File: src/rtl/sd_data_reader.sv
// ---------------------------------------------------------------------------
// sd_data_reader
//
// Reads one data block from an SD card in SPI mode. After READ_START the
// block watches DO for the start token (the first 0 bit after idle 1s), then
// shifts in DATA_TO_READ_LENGTH payload bits followed by the 16-bit CRC, all
// MSB first on the rising edge of CLK. Completion and timeout are sticky
// flags that hold until RESET. The block must be reset before every use.
//
// Optional feature:
//   SD_READ_CRC_CHECK_EN - when defined, CRC16-CCITT (x^16+x^12+x^5+1, init
//                          0x0000, MSB first) is computed over the payload and
//                          compared with the received CRC. When undefined, the
//                          CRC bits are still clocked past with the same
//                          timing, but they are discarded and CRC_ERROR is
//                          tied to 0.
//
// Parameters:
//   DATA_TO_READ_LENGTH - payload bits per block (1..4096)
//   TOKEN_TIMEOUT       - CLK cycles to wait for the start token (2..65535)
//
// Ports:
//   CLK          in   SD SPI clock; DO is sampled on its rising edge
//   RESET        in   asynchronous, active-high reset
//   DO           in   card serial data out (MISO)
//   READ_START   in   level request to begin a read, sampled only in IDLE
//   DI           out  card serial data in (MOSI), always 1
//   DATA_READ    out  received payload, loaded when READ_FINISH rises
//   READ_FINISH  out  sticky, the whole block has been received
//   READ_TIMEOUT out  sticky, no start token arrived in time
//   CRC_ERROR    out  sticky, received CRC mismatched (valid with READ_FINISH)
// ---------------------------------------------------------------------------
module sd_data_reader #(
  parameter int DATA_TO_READ_LENGTH = 16,
  parameter int TOKEN_TIMEOUT       = 4096
) (
  input  logic                           CLK,
  input  logic                           RESET,
  input  logic                           DO,
  input  logic                           READ_START,
  output logic                           DI,
  output logic [DATA_TO_READ_LENGTH-1:0] DATA_READ,
  output logic                           READ_FINISH,
  output logic                           READ_TIMEOUT,
  output logic                           CRC_ERROR
);

  localparam int N = DATA_TO_READ_LENGTH;

  // One bit counter serves both the payload and CRC phases, so it must hold
  // the larger of N-1 and 15. The token counter must be able to reach
  // TOKEN_TIMEOUT itself.
  localparam int CNT_MAX = (N > 16) ? N : 16;
  localparam int CW      = $clog2(CNT_MAX + 1);
  localparam int TW      = $clog2(TOKEN_TIMEOUT + 1);

  localparam logic [CW-1:0] LAST_DATA   = CW'(N - 1);
  localparam logic [CW-1:0] LAST_CRC    = CW'(15);
  localparam logic [TW-1:0] TOKEN_LIMIT = TW'(TOKEN_TIMEOUT);

  typedef enum logic [2:0] {
    IDLE,
    WAIT_TOKEN,
    READ_DATA,
    READ_CRC,
    FINISH,
    TIMEOUT
  } state_t;

  state_t state;
  state_t next_state;

  logic [CW-1:0] bit_cnt;
  logic [TW-1:0] token_cnt;
  logic [TW-1:0] token_cnt_inc;
  logic [N-1:0]  data_shift;
  logic [N-1:0]  data_shift_next;
  logic [N-1:0]  data_read_q;
  logic          read_finish_q;
  logic          read_timeout_q;

  logic          start_accept;
  logic          token_seen;
  logic          token_expired;
  logic          data_done;
  logic          crc_done;

  // The card must see MOSI high for the whole data phase.
  assign DI           = 1'b1;
  assign DATA_READ    = data_read_q;
  assign READ_FINISH  = read_finish_q;
  assign READ_TIMEOUT = read_timeout_q;

  assign token_cnt_inc = token_cnt + TW'(1);

  // State register.
  always_ff @(posedge CLK or posedge RESET) begin
    if (RESET) begin
      state <= IDLE;
    end else begin
      state <= next_state;
    end
  end

  // Next-state logic plus the one-cycle strobes that the datapath uses to
  // act on each transition. A 0 on DO is checked before the timeout so that
  // a token arriving on the final allowed edge still wins.
  always_comb begin
    next_state    = state;
    start_accept  = 1'b0;
    token_seen    = 1'b0;
    token_expired = 1'b0;
    data_done     = 1'b0;
    crc_done      = 1'b0;

    case (state)
      IDLE: begin
        if (READ_START) begin
          start_accept = 1'b1;
          next_state   = WAIT_TOKEN;
        end
      end
      WAIT_TOKEN: begin
        if (!DO) begin
          token_seen = 1'b1;
          next_state = READ_DATA;
        end else if (token_cnt_inc == TOKEN_LIMIT) begin
          token_expired = 1'b1;
          next_state    = TIMEOUT;
        end
      end
      READ_DATA: begin
        if (bit_cnt == LAST_DATA) begin
          data_done  = 1'b1;
          next_state = READ_CRC;
        end
      end
      READ_CRC: begin
        if (bit_cnt == LAST_CRC) begin
          crc_done   = 1'b1;
          next_state = FINISH;
        end
      end
      FINISH:  next_state = FINISH;
      TIMEOUT: next_state = TIMEOUT;
      default: next_state = IDLE;
    endcase
  end

  // Shifting through a temporary keeps this legal for a 1-bit payload, where
  // a part-select of data_shift[N-2:0] would be empty.
  always_comb begin
    data_shift_next    = data_shift << 1;
    data_shift_next[0] = DO;
  end

  // Counters, payload shift register and the sticky status flags. DATA_READ
  // is copied only on the edge that completes the CRC, so an aborted read
  // never exposes a partial payload.
  always_ff @(posedge CLK or posedge RESET) begin
    if (RESET) begin
      bit_cnt        <= '0;
      token_cnt      <= '0;
      data_shift     <= '0;
      data_read_q    <= '0;
      read_finish_q  <= 1'b0;
      read_timeout_q <= 1'b0;
    end else begin
      if (start_accept) begin
        token_cnt <= '0;
        bit_cnt   <= '0;
      end

      if (state == WAIT_TOKEN) begin
        if (token_seen) begin
          bit_cnt <= '0;
        end else begin
          token_cnt <= token_cnt_inc;
        end
      end

      if (token_expired) begin
        read_timeout_q <= 1'b1;
      end

      if (state == READ_DATA) begin
        data_shift <= data_shift_next;
        bit_cnt    <= data_done ? '0 : bit_cnt + CW'(1);
      end

      if (state == READ_CRC) begin
        bit_cnt <= bit_cnt + CW'(1);
      end

      if (crc_done) begin
        read_finish_q <= 1'b1;
        data_read_q   <= data_shift;
      end
    end
  end

`ifdef SD_READ_CRC_CHECK_EN
  logic [15:0] crc_calc;
  logic [15:0] crc_calc_next;
  logic [15:0] crc_shift;
  logic [15:0] crc_received;
  logic        crc_feedback;
  logic        crc_error_q;

  // Serial CRC16-CCITT, MSB first: feed back the outgoing MSB XOR the new
  // data bit into taps 12, 5 and 0 (0x1021).
  always_comb begin
    crc_feedback  = crc_calc[15] ^ DO;
    crc_calc_next = {crc_calc[14:0], 1'b0} ^ (crc_feedback ? 16'h1021 : 16'h0000);
    crc_received  = {crc_shift[14:0], DO};
  end

  // The last CRC bit is still on DO when the comparison is made, so the
  // received value is assembled from the shift register plus the live bit.
  always_ff @(posedge CLK or posedge RESET) begin
    if (RESET) begin
      crc_calc    <= '0;
      crc_shift   <= '0;
      crc_error_q <= 1'b0;
    end else begin
      if (token_seen) begin
        crc_calc  <= '0;
        crc_shift <= '0;
      end
      if (state == READ_DATA) begin
        crc_calc <= crc_calc_next;
      end
      if (state == READ_CRC) begin
        crc_shift <= crc_received;
      end
      if (crc_done) begin
        crc_error_q <= (crc_received != crc_calc);
      end
    end
  end

  assign CRC_ERROR = crc_error_q;
`else
  assign CRC_ERROR = 1'b0;
`endif

endmodule
File: config.mk
export PLATFORM = sky130hd
export DESIGN_NAME = sd_data_reader
export DESIGN_NICKNAME = d
export VERILOG_FILES = /design/src/rtl/sd_data_reader.sv
export SDC_FILE = /design/constraint.sdc
export NUM_CORES = 1
export LEC_CHECK = 0
export CORE_UTILIZATION = 52
export CTS_CLUSTER_SIZE = 8
export DETAILED_ROUTE_END_ITERATION = 10
export PLACE_DENSITY = 0.76
export SETUP_SLACK_MARGIN = 0.05
export SYNTH_ARGS = -nofsm -noshare
export SYNTH_HDL_FRONTEND = slang
export SYNTH_SLANG_ARGS = --single-unit
File: constraint.sdc
create_clock -name CLK -period 1.95 [get_ports CLK]
set_input_delay 0.2925 -clock CLK [delete_from_list [all_inputs] [get_ports CLK]]
set_output_delay 0.2925 -clock CLK [all_outputs]
set_load 0.02 [all_outputs]
==> flow_metrics.py <==
metrics = {
    "run_status": {
        "status": "finished, final reports clean",
    },
    "logic_synthesis": {
        "synth_top_family_by_area": "simple AND/OR/NAND/NOR gates",
        "yosysWarnings": 0,
        "ys_seq_area_share_pct": 49.82,
        "synth_flop_cell": "dfrtp_1",
        "syn_area_um2": 2763,
        "synth.largest_area_cell": "dfrtp_1",
        "synth_mux_area_share_pct": 13.77,
        "synth_cell_types": 51,
        "synth-compound-area-share_pct": 12.09,
        "avgSynthCellArea_um2": 11.37,
        "synth_commonest_cells": "dfrtp_1, mux2_2, o21ai_0",
        "synth_edf_count": 0,
        "synth.top_cell.area_share_pct": 49.82,
        "synth_area_leaders": "dfrtp_1, mux2_2, o21ai_0",
        "synth-seq-cells": 55,
        "synthAdderAreaFrac_pct": 1.812,
        "postSynthCellCount": 243,
        "synthesis.nets": 251,
        "synthXorXnorAreaFrac_pct": 0.6341,
        "synth-async-reset-ratio_pct": 100.0,
        "synth_simple_gate_area_share_pct": 15.40,
        "synth_most_common_cell": "dfrtp_1",
    },
    "clock_network": {
        "clockRootBuffer": "clkbuf_8",
        "clockBufferDepth": 2,
        "clkSlewWorstSetupHoldPaths_ns": 0.10,
        "htree_levels": 2,
        "cts_buffers": 5,
        "cts_tree": "yes",
        "clk_latency_ns": 0.31,
        "cts.sinks": 55,
    },
    "route": {
        "routed_wl_mm": 5.214,
        "wire_per_inst_um": 15.20,
        "drc": 0,
        "vias": 1959,
        "drtIter0Drc": 113,
        "vias_per_cell": 5.711,
        "postRouteAntennaNets": 0,
        "first_pass_iters": 5,
    },
    "setup_path": {
        "crit_arrival_ns": 2.04,
        "r2r_slack_ns": 0.12,
        "end_kind": "register",
        "crit_type": "reg2reg",
        "critPathMaxFanout": 8,
        "cp-start-kind": "register",
        "crit_required_ns": 2.15,
    },
    "global_route": {
        "grt_max_degree": 29,
        "grt_pass1_wl_mm": 8.073,
        "grt.total_usage_pct": 19.08,
        "grt_pass1_vias": 1705,
        "grt_antenna_before_repair": 0,
        "grt-ovfl-total": 0,
    },
    "place": {
        "placedCellCount": 332,
        "place.detailed.hpwl_mm": 3.389,
        "io_buffers": 21,
        "globalplace.congestion": 0.8708,
    },
    "die": {
        "dieWidth_um": 74.89,
        "ios": 24,
        "rows": 26,
        "die_height_um": 74.89,
        "core_area_um2": 5107,
        "die_area_um2": 5609,
        "initial_core_util_pct": 54.09,
    },
    "power": {
        "leakagePower_nw": 1.438,
        "cellInternalPower_w": 0.002535,
        "power.share.sequential_pct": 46.6,
        "pwr-share-comb_pct": 36.3,
        "ir_drop_mv": 0.7659,
        "cellPowerDensity_nw_per_um2": 1182,
        "switching_power_w": 0.001325,
        "p_clk_share_pct": 17.1,
        "total_power_w": 0.003861,
        "sw_frac_of_total_pct": 34.33,
    },
    "layout": {
        "synthToLayoutAreaGrowth_pct": 18.21,
        "utilization_pct": 63.94,
        "nets": 280,
        "fill_cells": 385,
        "drive_gt1_share_pct": 29.67,
        "final_cells": 343,
        "n_antenna_cell": 0,
    },
    "sta": {
        "clock_skew_ns": 0.006538,
        "whs_ns": 0.2420,
        "finalCriticalPeriod_ns": 1.834,
        "rsz0062_at_grt": "yes",
        "setup_viol": 0,
        "finalMaxSlewViolations": 0,
        "final.setup.tns_ns": 0,
        "layout_worst_path_cycle_share_pct": 94.06,
        "hold_viol": 0,
        "max_clock_freq_mhz": 545.2,
    },
    "run": {
        "cap_violations": 0,
    },
    "hold_path": {
        "hold_class": "in2async",
    },
}
cell families (layout without fill, tap and decap cells):
kind of cell,Yosys count,count (layout)
DFF,55,55
AOI/OAI and AO/OA,51,51
and+or+nand+nor,71,71
buffers and inverters,24,54
xor gates and xnor gates,2,2
adders and majority gates,4,4
muxes,34,34
other,2,2
power by group through the flow:
stage | sequential (W) | combinational [W] | clock, W
floorplan | 0.00183 | 0.000844 | 0
global placement | 0.00178 | 0.00128 | 0
detailed placement | 0.00179 | 0.00132 | 0
CTS | 0.00178 | 0.00134 | 0.000680
global route | 0.00185 | 0.00155 | 0.000727
finish | 0.00180 | 0.00140 | 0.000660
stage by stage:
stage	instance area (um^2)	worst slack, ns
6_report	3266	0.1158
4_1_cts	3162	0.06023
3_5_place_dp	3059	0.03881
2_1_floorplan	2768	0.06350
3_3_place_gp	3059	0.06522
5_1_grt	3266	0.01710
timing repair:
item / in CTS / in global routing
pin swaps: 1 / 8
hold endpoints to repair: 0 / 0
setup endpoints to repair: 17 / 21
gates resized for setup: 2 / 13
setup buffers: 0 / 3
hold buffers: 0 / 0
per-layer routing:
| metal | up-vias | wire length, um | track usage (%) |
|---|---|---|---|
| met3 | 5 | 191 | 3.614 |
| met5 | - | 0 | 0 |
| met4 | 0 | 40 | 5.031 |
| li1 | 929 | - | - |
| met1 | 990 | 2458 | 26.75 |
| met2 | 35 | 2524 | 30.53 |
area by class of cell:
cell class	instances	area [um^2]	share of cell area, %
clock buffers	5	68.82	2.107
clock inverters	3	25.02	0.7663
inverters	6	22.52	0.6897
multi-input cells	164	1306	40.00
flip-flops and latches	55	1378	42.18
well taps	70	87.58	2.682
repair buffers	40	377.9	11.57
worst paths after layout:
| check | cells after the start | from | endpoint |
|---|---|---|---|
| worst max-delay path | 5 | token_cnt[2]$_DFF_PP0_ | state[2]$_DFFE_PP0P_ |
| worst min-delay path | 2 | RESET | READ_FINISH$_DFFE_PP0P_ |
| worst max register to register | 5 | token_cnt[2]$_DFF_PP0_ | state[2]$_DFFE_PP0P_ |
| worst min register to register | 1 | READ_TIMEOUT$_DFFE_PP0P_ | READ_TIMEOUT$_DFFE_PP0P_ |
| max in group asynchronous | 3 | RESET | state[0]$_DFFE_PP0P_ |
| min in group CLK | 1 | READ_TIMEOUT$_DFFE_PP0P_ | READ_TIMEOUT$_DFFE_PP0P_ |
flip-flops by register name (all words and copies together) (netlist names):
signal        count
DATA_READ        16
READ_FINISH       1
READ_TIMEOUT      1
bit_cnt           5
data_shift       16
state             3
token_cnt        13
cell usage in the layout, fill, tap and decap left out, types with 4 or more instances in the layout:
cell type / count
a21oi_1: 4
a31oi_1: 4
buf_4: 17
clkbuf_8: 5
clkdlybuf4s50_1: 21
dfrtp_1: 54
inv_1: 5
mux2_2: 32
nand2_1: 18
nand3_1: 4
nand4_1: 4
nor2_1: 17
nor3_2: 4
o21ai_0: 26
or3_1: 4
critical path, cell delays in order (launching register included):
cell     delay (ns)
dfrtp_1        0.56
nand4_4        0.21
o31ai_2        0.20
or3b_1         0.37
nor4b_4        0.15
a41o_1         0.23
(Power assumes the default switching activity.)
==> patch 1, RTL diff (config.mk and constraints unchanged) <==
The 6 states of `state_t` get a one-hot encoding in 6 bits.
--- a/src/rtl/sd_data_reader.sv
+++ b/src/rtl/sd_data_reader.sv
@@ -59,11 +59,11 @@
   localparam logic [TW-1:0] TOKEN_LIMIT = TW'(TOKEN_TIMEOUT);
 
-  typedef enum logic [2:0] {
-    IDLE,
-    WAIT_TOKEN,
-    READ_DATA,
-    READ_CRC,
-    FINISH,
-    TIMEOUT
+  typedef enum logic [5:0] {
+    IDLE       = 6'b000001,
+    WAIT_TOKEN = 6'b000010,
+    READ_DATA  = 6'b000100,
+    READ_CRC   = 6'b001000,
+    FINISH     = 6'b010000,
+    TIMEOUT    = 6'b100000
   } state_t;
 
Function: same outputs for any inputs over 10 cycles, from zero or initial values and one cycle with RESET high; not proved beyond that.
==> patch 1 against the unedited design <==
Worst setup slack got worse by 0.051 ns. Synthesized cell count increased by 2.5%. Global-route usage increased by 2.2 points. Sequential cell count increased by 3. Cell area increased by 11%. First-iteration DRC count decreased by 38%. Utilization increased by 7.3 points. Die area increased by 0.17%. Count of clock-buffer cells in the layout increased by 7. Wire length increased by 9.7%. Synthesized area increased by 0.18%. Highest routed layer unchanged.
Power is not compared: it rests on default switching activity, and its combinational part moved more than twofold at a synthesized area within 25%.
==> patch 1: results (changes against the unedited design) <==
[place]
placed_cells=347  ; was 332
pre_cts_slack_ns=0.0878  ; was 0.0388 ns
hpwl_mm=3.60  ; was 3.39 mm
placed_cell_area_um2=3200  ; was 3060 µm²
gp_congestion=0.928  ; was 0.871

[drt]
vias=2087  ; was 1,959
drt_pre_antenna_iters=4  ; was 5
routed_wl_mm=5.72  ; was 5.21 mm
dr_wl_met3_um=231  ; was 191 µm
top_layer=met4  ; unchanged
wl_met1_mm=2.56  ; was 2.46 mm
first_iter_violations=70  ; was 113

[logic_synthesis]
synth_compound_area_frac=0.100  ; was 0.121
synth_top_cells_by_count=dfrtp_1, mux2_2, o21ai_0  ; unchanged
ys_seq_area_frac=0.525  ; was 0.498
ys_ff_latch=58  ; was 55
synth_fa_ha_area_frac=0.0181  ; about the same
synth_area_leaders=dfrtp_1, mux2_2, o21ai_0  ; unchanged
yosys.cell_types.count=47  ; was 51
synth_nets=257  ; was 251

[global_routing]
use_met1=0.268  ; was 0.267
grt_pass1_vias=1870  ; was 1,705
met2_usage=0.338  ; was 0.305
grt_first_pass_wirelength_mm=8.68  ; was 8.07 mm
met3_usage=0.0763  ; was 0.0361
grt_max_degree=59  ; was 29
grt_usage=0.213  ; was 0.191

[cells_and_area]
area_delta_synth_final_pct=31.5  ; was 18.2%
multi_input_gates=177  ; was 164
clock_area_frac=0.0629  ; was 0.0287
n_all_buffers=48  ; was 40
nFillCells=357  ; was 385
multi_input_area_um2=1350  ; was 1310 µm²
nClkBuffers=12  ; was 5
sh_seq_area=0.401  ; was 0.422
drive_gt1_frac=0.337  ; was 0.297

[timing]
min_period_ns=1.88  ; was 1.83 ns
finClkSkew_ns=0.00491  ; was 0.00654 ns
whs_ns=0.348  ; was 0.242 ns

[worst_setup_path]
rrSetupSlack_ns=0.07  ; was 0.12 ns
r2r_start=bit_cnt[1]  ; was token_cnt[2]
r2r_cells=8  ; was 5
slowest_delay_ns=0.41  ; was 0.56 ns
rr_endpoint=DATA_READ[12]  ; was state[2]

[clock_network]
cts.reportedPaths.clkPinSlew_ns=0.07  ; was 0.10 ns
insertion_delay_ns=0.33  ; was 0.31 ns

[status]
status=completed  ; unchanged

[patch 1: cell count changes after synthesis, moves of 3 or more]
| cell | unedited run | this run |
|---|---|---|
| nor2b_1 | 0 | 5 |
| o41ai_1 | 3 | 0 |
| and3_1 | 1 | 5 |
| nor3_1 | 4 | 0 |
| o21ai_1 | 0 | 4 |
| and2_1 | 0 | 3 |
| o31ai_1 | 1 | 5 |
| buf_6 | 7 | 0 |
| nand3_1 | 4 | 8 |
[patch 1: timing repair]
| action | in CTS | in global routing |
|---|---|---|
| endpoints found under the setup margin | 0 | 28 |
| resized for setup | 0 | 25 |
| setup buffers | 0 | 8 |
[patch 1: power by group through the flow]
stage               clock network [µW]  logic (µW)  registers, µW
global route                      1350         560           1410
CTS                               1280         442           1390
finish                            1250         504           1400
floorplan                            0         320           1390
global placement                     0         432           1410
detailed placement                   0         439           1410
==> patch 2, RTL diff (config.mk and constraints unchanged) <==
Made on the original files. `TOKEN_TIMEOUT`: 4096 -> 8192.
--- a/src/rtl/sd_data_reader.sv
+++ b/src/rtl/sd_data_reader.sv
@@ -33,5 +33,5 @@
 module sd_data_reader #(
   parameter int DATA_TO_READ_LENGTH = 16,
-  parameter int TOKEN_TIMEOUT       = 4096
+  parameter int TOKEN_TIMEOUT       = 8192
 ) (
   input  logic                           CLK,
Check against the original RTL: no difference found for any inputs over 10 cycles, from zero or initial values and one cycle with RESET high; that may be too few to reach the edited logic, so the function may still have changed.
==> patch 2 against the unedited design <==
Cell area is 3.8% lower. Critical path depth is 2 higher. Largest power group unchanged. Power decreased by 9.7%. Synthesized area is 4.3% lower. Worst hold slack improved by 0.087 ns. Global-route usage grew 0.15 points. Clock power grew 1%. Wire length shrank 6.8%. Worst setup slack worse by 0.033 ns. Final cell count fell by 3.2%. Sequential cell count grew 1. Sequential share of layout area grew 2.4 points.
==> patch 2: results (changes against the unedited design) <==
[status]
status=completed  ; unchanged

[power_and_ir_drop]
power_uw=3490  ; was 3860 µW
vdd_ir_drop_max_mv=0.711  ; was 0.766 mV
p_leak_uw=0.00142  ; was 0.00144 µW
swShare=0.327  ; was 0.343
comb_power_share=0.324  ; was 0.363
clockPowerShare=0.191  ; was 0.171

[cells_and_area]
final_cell_count_no_fill=332  ; was 343
final_nets=272  ; was 280
regArea_um2=1400  ; was 1380 µm²
drive_gt1_frac=0.253  ; was 0.297
nFillCells=374  ; was 385

[clock_network]
h-tree-depth=2  ; unchanged
cts.reportedPaths.clkPinSlew_ns=0.10  ; about the same

[worst_setup_path]
startpoint=token_cnt[1]  ; was token_cnt[2]
path_max_fanout=5  ; was 8
r2r_cells=7  ; was 5
rrSetupSlack_ns=0.08  ; was 0.12 ns
slowest_delay_ns=0.39  ; was 0.56 ns
crit_arrival_ns=2.12  ; was 2.04 ns

[global_routing]
grt_first_pass_wirelength_mm=7.79  ; was 8.07 mm
grt_pass1_vias=1668  ; was 1,705
grt_usage=0.192  ; was 0.191

[drt]
vias=1847  ; was 1,959
routed_wl_mm=4.86  ; was 5.21 mm

[timing]
finClkSkew_ns=0.00510  ; was 0.00654 ns
whs_ns=0.329  ; was 0.242 ns
timing.fmax_ghz=0.536  ; was 0.545 GHz

[logic_synthesis]
synth_area_leaders=dfrtp_1, mux2_2, o21ai_0  ; unchanged
synth_nets=244  ; was 251
ys_seq_area_frac=0.530  ; was 0.498
yosys.cell_types.count=44  ; was 51
async_flop_share=1.00  ; unchanged
synth_top_cells_by_count=dfrtp_1, mux2_2, o21ai_0  ; unchanged
synth_flop_cell=dfrtp_1  ; unchanged
avgSynthCellArea_um2=11.2  ; was 11.4 µm²

[place]
hpwl_mm=3.13  ; was 3.39 mm
placed_cell_area_um2=2990  ; was 3060 µm²
pre_cts_slack_ns=-0.0203  ; was 0.0388 ns
placed_cells=323  ; was 332
gp_congestion=0.940  ; was 0.871

==> patch 2: cell count changes in the layout (fill, tap and decap cells not counted), sizes merged, moves of 3 or more <==
cell   change
inv        -3
nand2      -7
nor2b      +3
and3       +4
buf        -5
or3        -3
==> patch 2: worst min path at each step <==
stage / startpoint / end / depth (start not counted)
after floorplan: bit_cnt[3] / bit_cnt[3] / 1
after global placement: READ_FINISH / READ_FINISH / 1
after detailed placement: READ_FINISH / READ_FINISH / 1
after CTS: RESET / DATA_READ[13] / 3
after global routing: RESET / data_shift[15] / 3
final: RESET / DATA_READ[15] / 3
==> patch 2: cell type report <==
class,instances,share of cell area
Sequential cell,56,0.446
Timing Repair Buffer,36,0.116
Clock inverter,3,0.00876
Inverter,4,0.00478
Tap cell,67,0.0267
Clock buffer,5,0.0219
Multi-Input combinational cell,161,0.375
==> patch 2: kinds of logic (layout without fill, tap and decap cells) <==
| kind of cell | count (synthesis) | count (layout) | share of synthesized area |
|---|---|---|---|
| fa+ha+maj | 4 | 4 | 0.0189 |
| simple gates | 64 | 64 | 0.127 |
| xor+xnor | 5 | 5 | 0.0166 |
| buf+inv | 19 | 48 | 0.0379 |
| mux | 34 | 34 | 0.144 |
| other cells | 2 | 2 | 0.00284 |
| flops | 56 | 56 | 0.530 |
| compound gates | 52 | 52 | 0.122 |
==> patch 2: repair_timing <==
item | CTS | global route
setup endpoints to repair | 4 | 5
setup buffers | 0 | 0
gates cloned | 0 | 1
pin swaps | 1 | 2
resized for setup | 1 | 7
==> patch 2: routing by layer <==
| layer | GRT usage | vias up | wire [µm] |
|---|---|---|---|
| li1 | - | 909 | - |
| met1 | 0.264 | 907 | 2370 |
| met5 | 0 | - | 0 |
| met2 | 0.293 | 25 | 2260 |
| met4 | 0.0784 | 0 | 76 |
| met3 | 0.0480 | 6 | 156 |
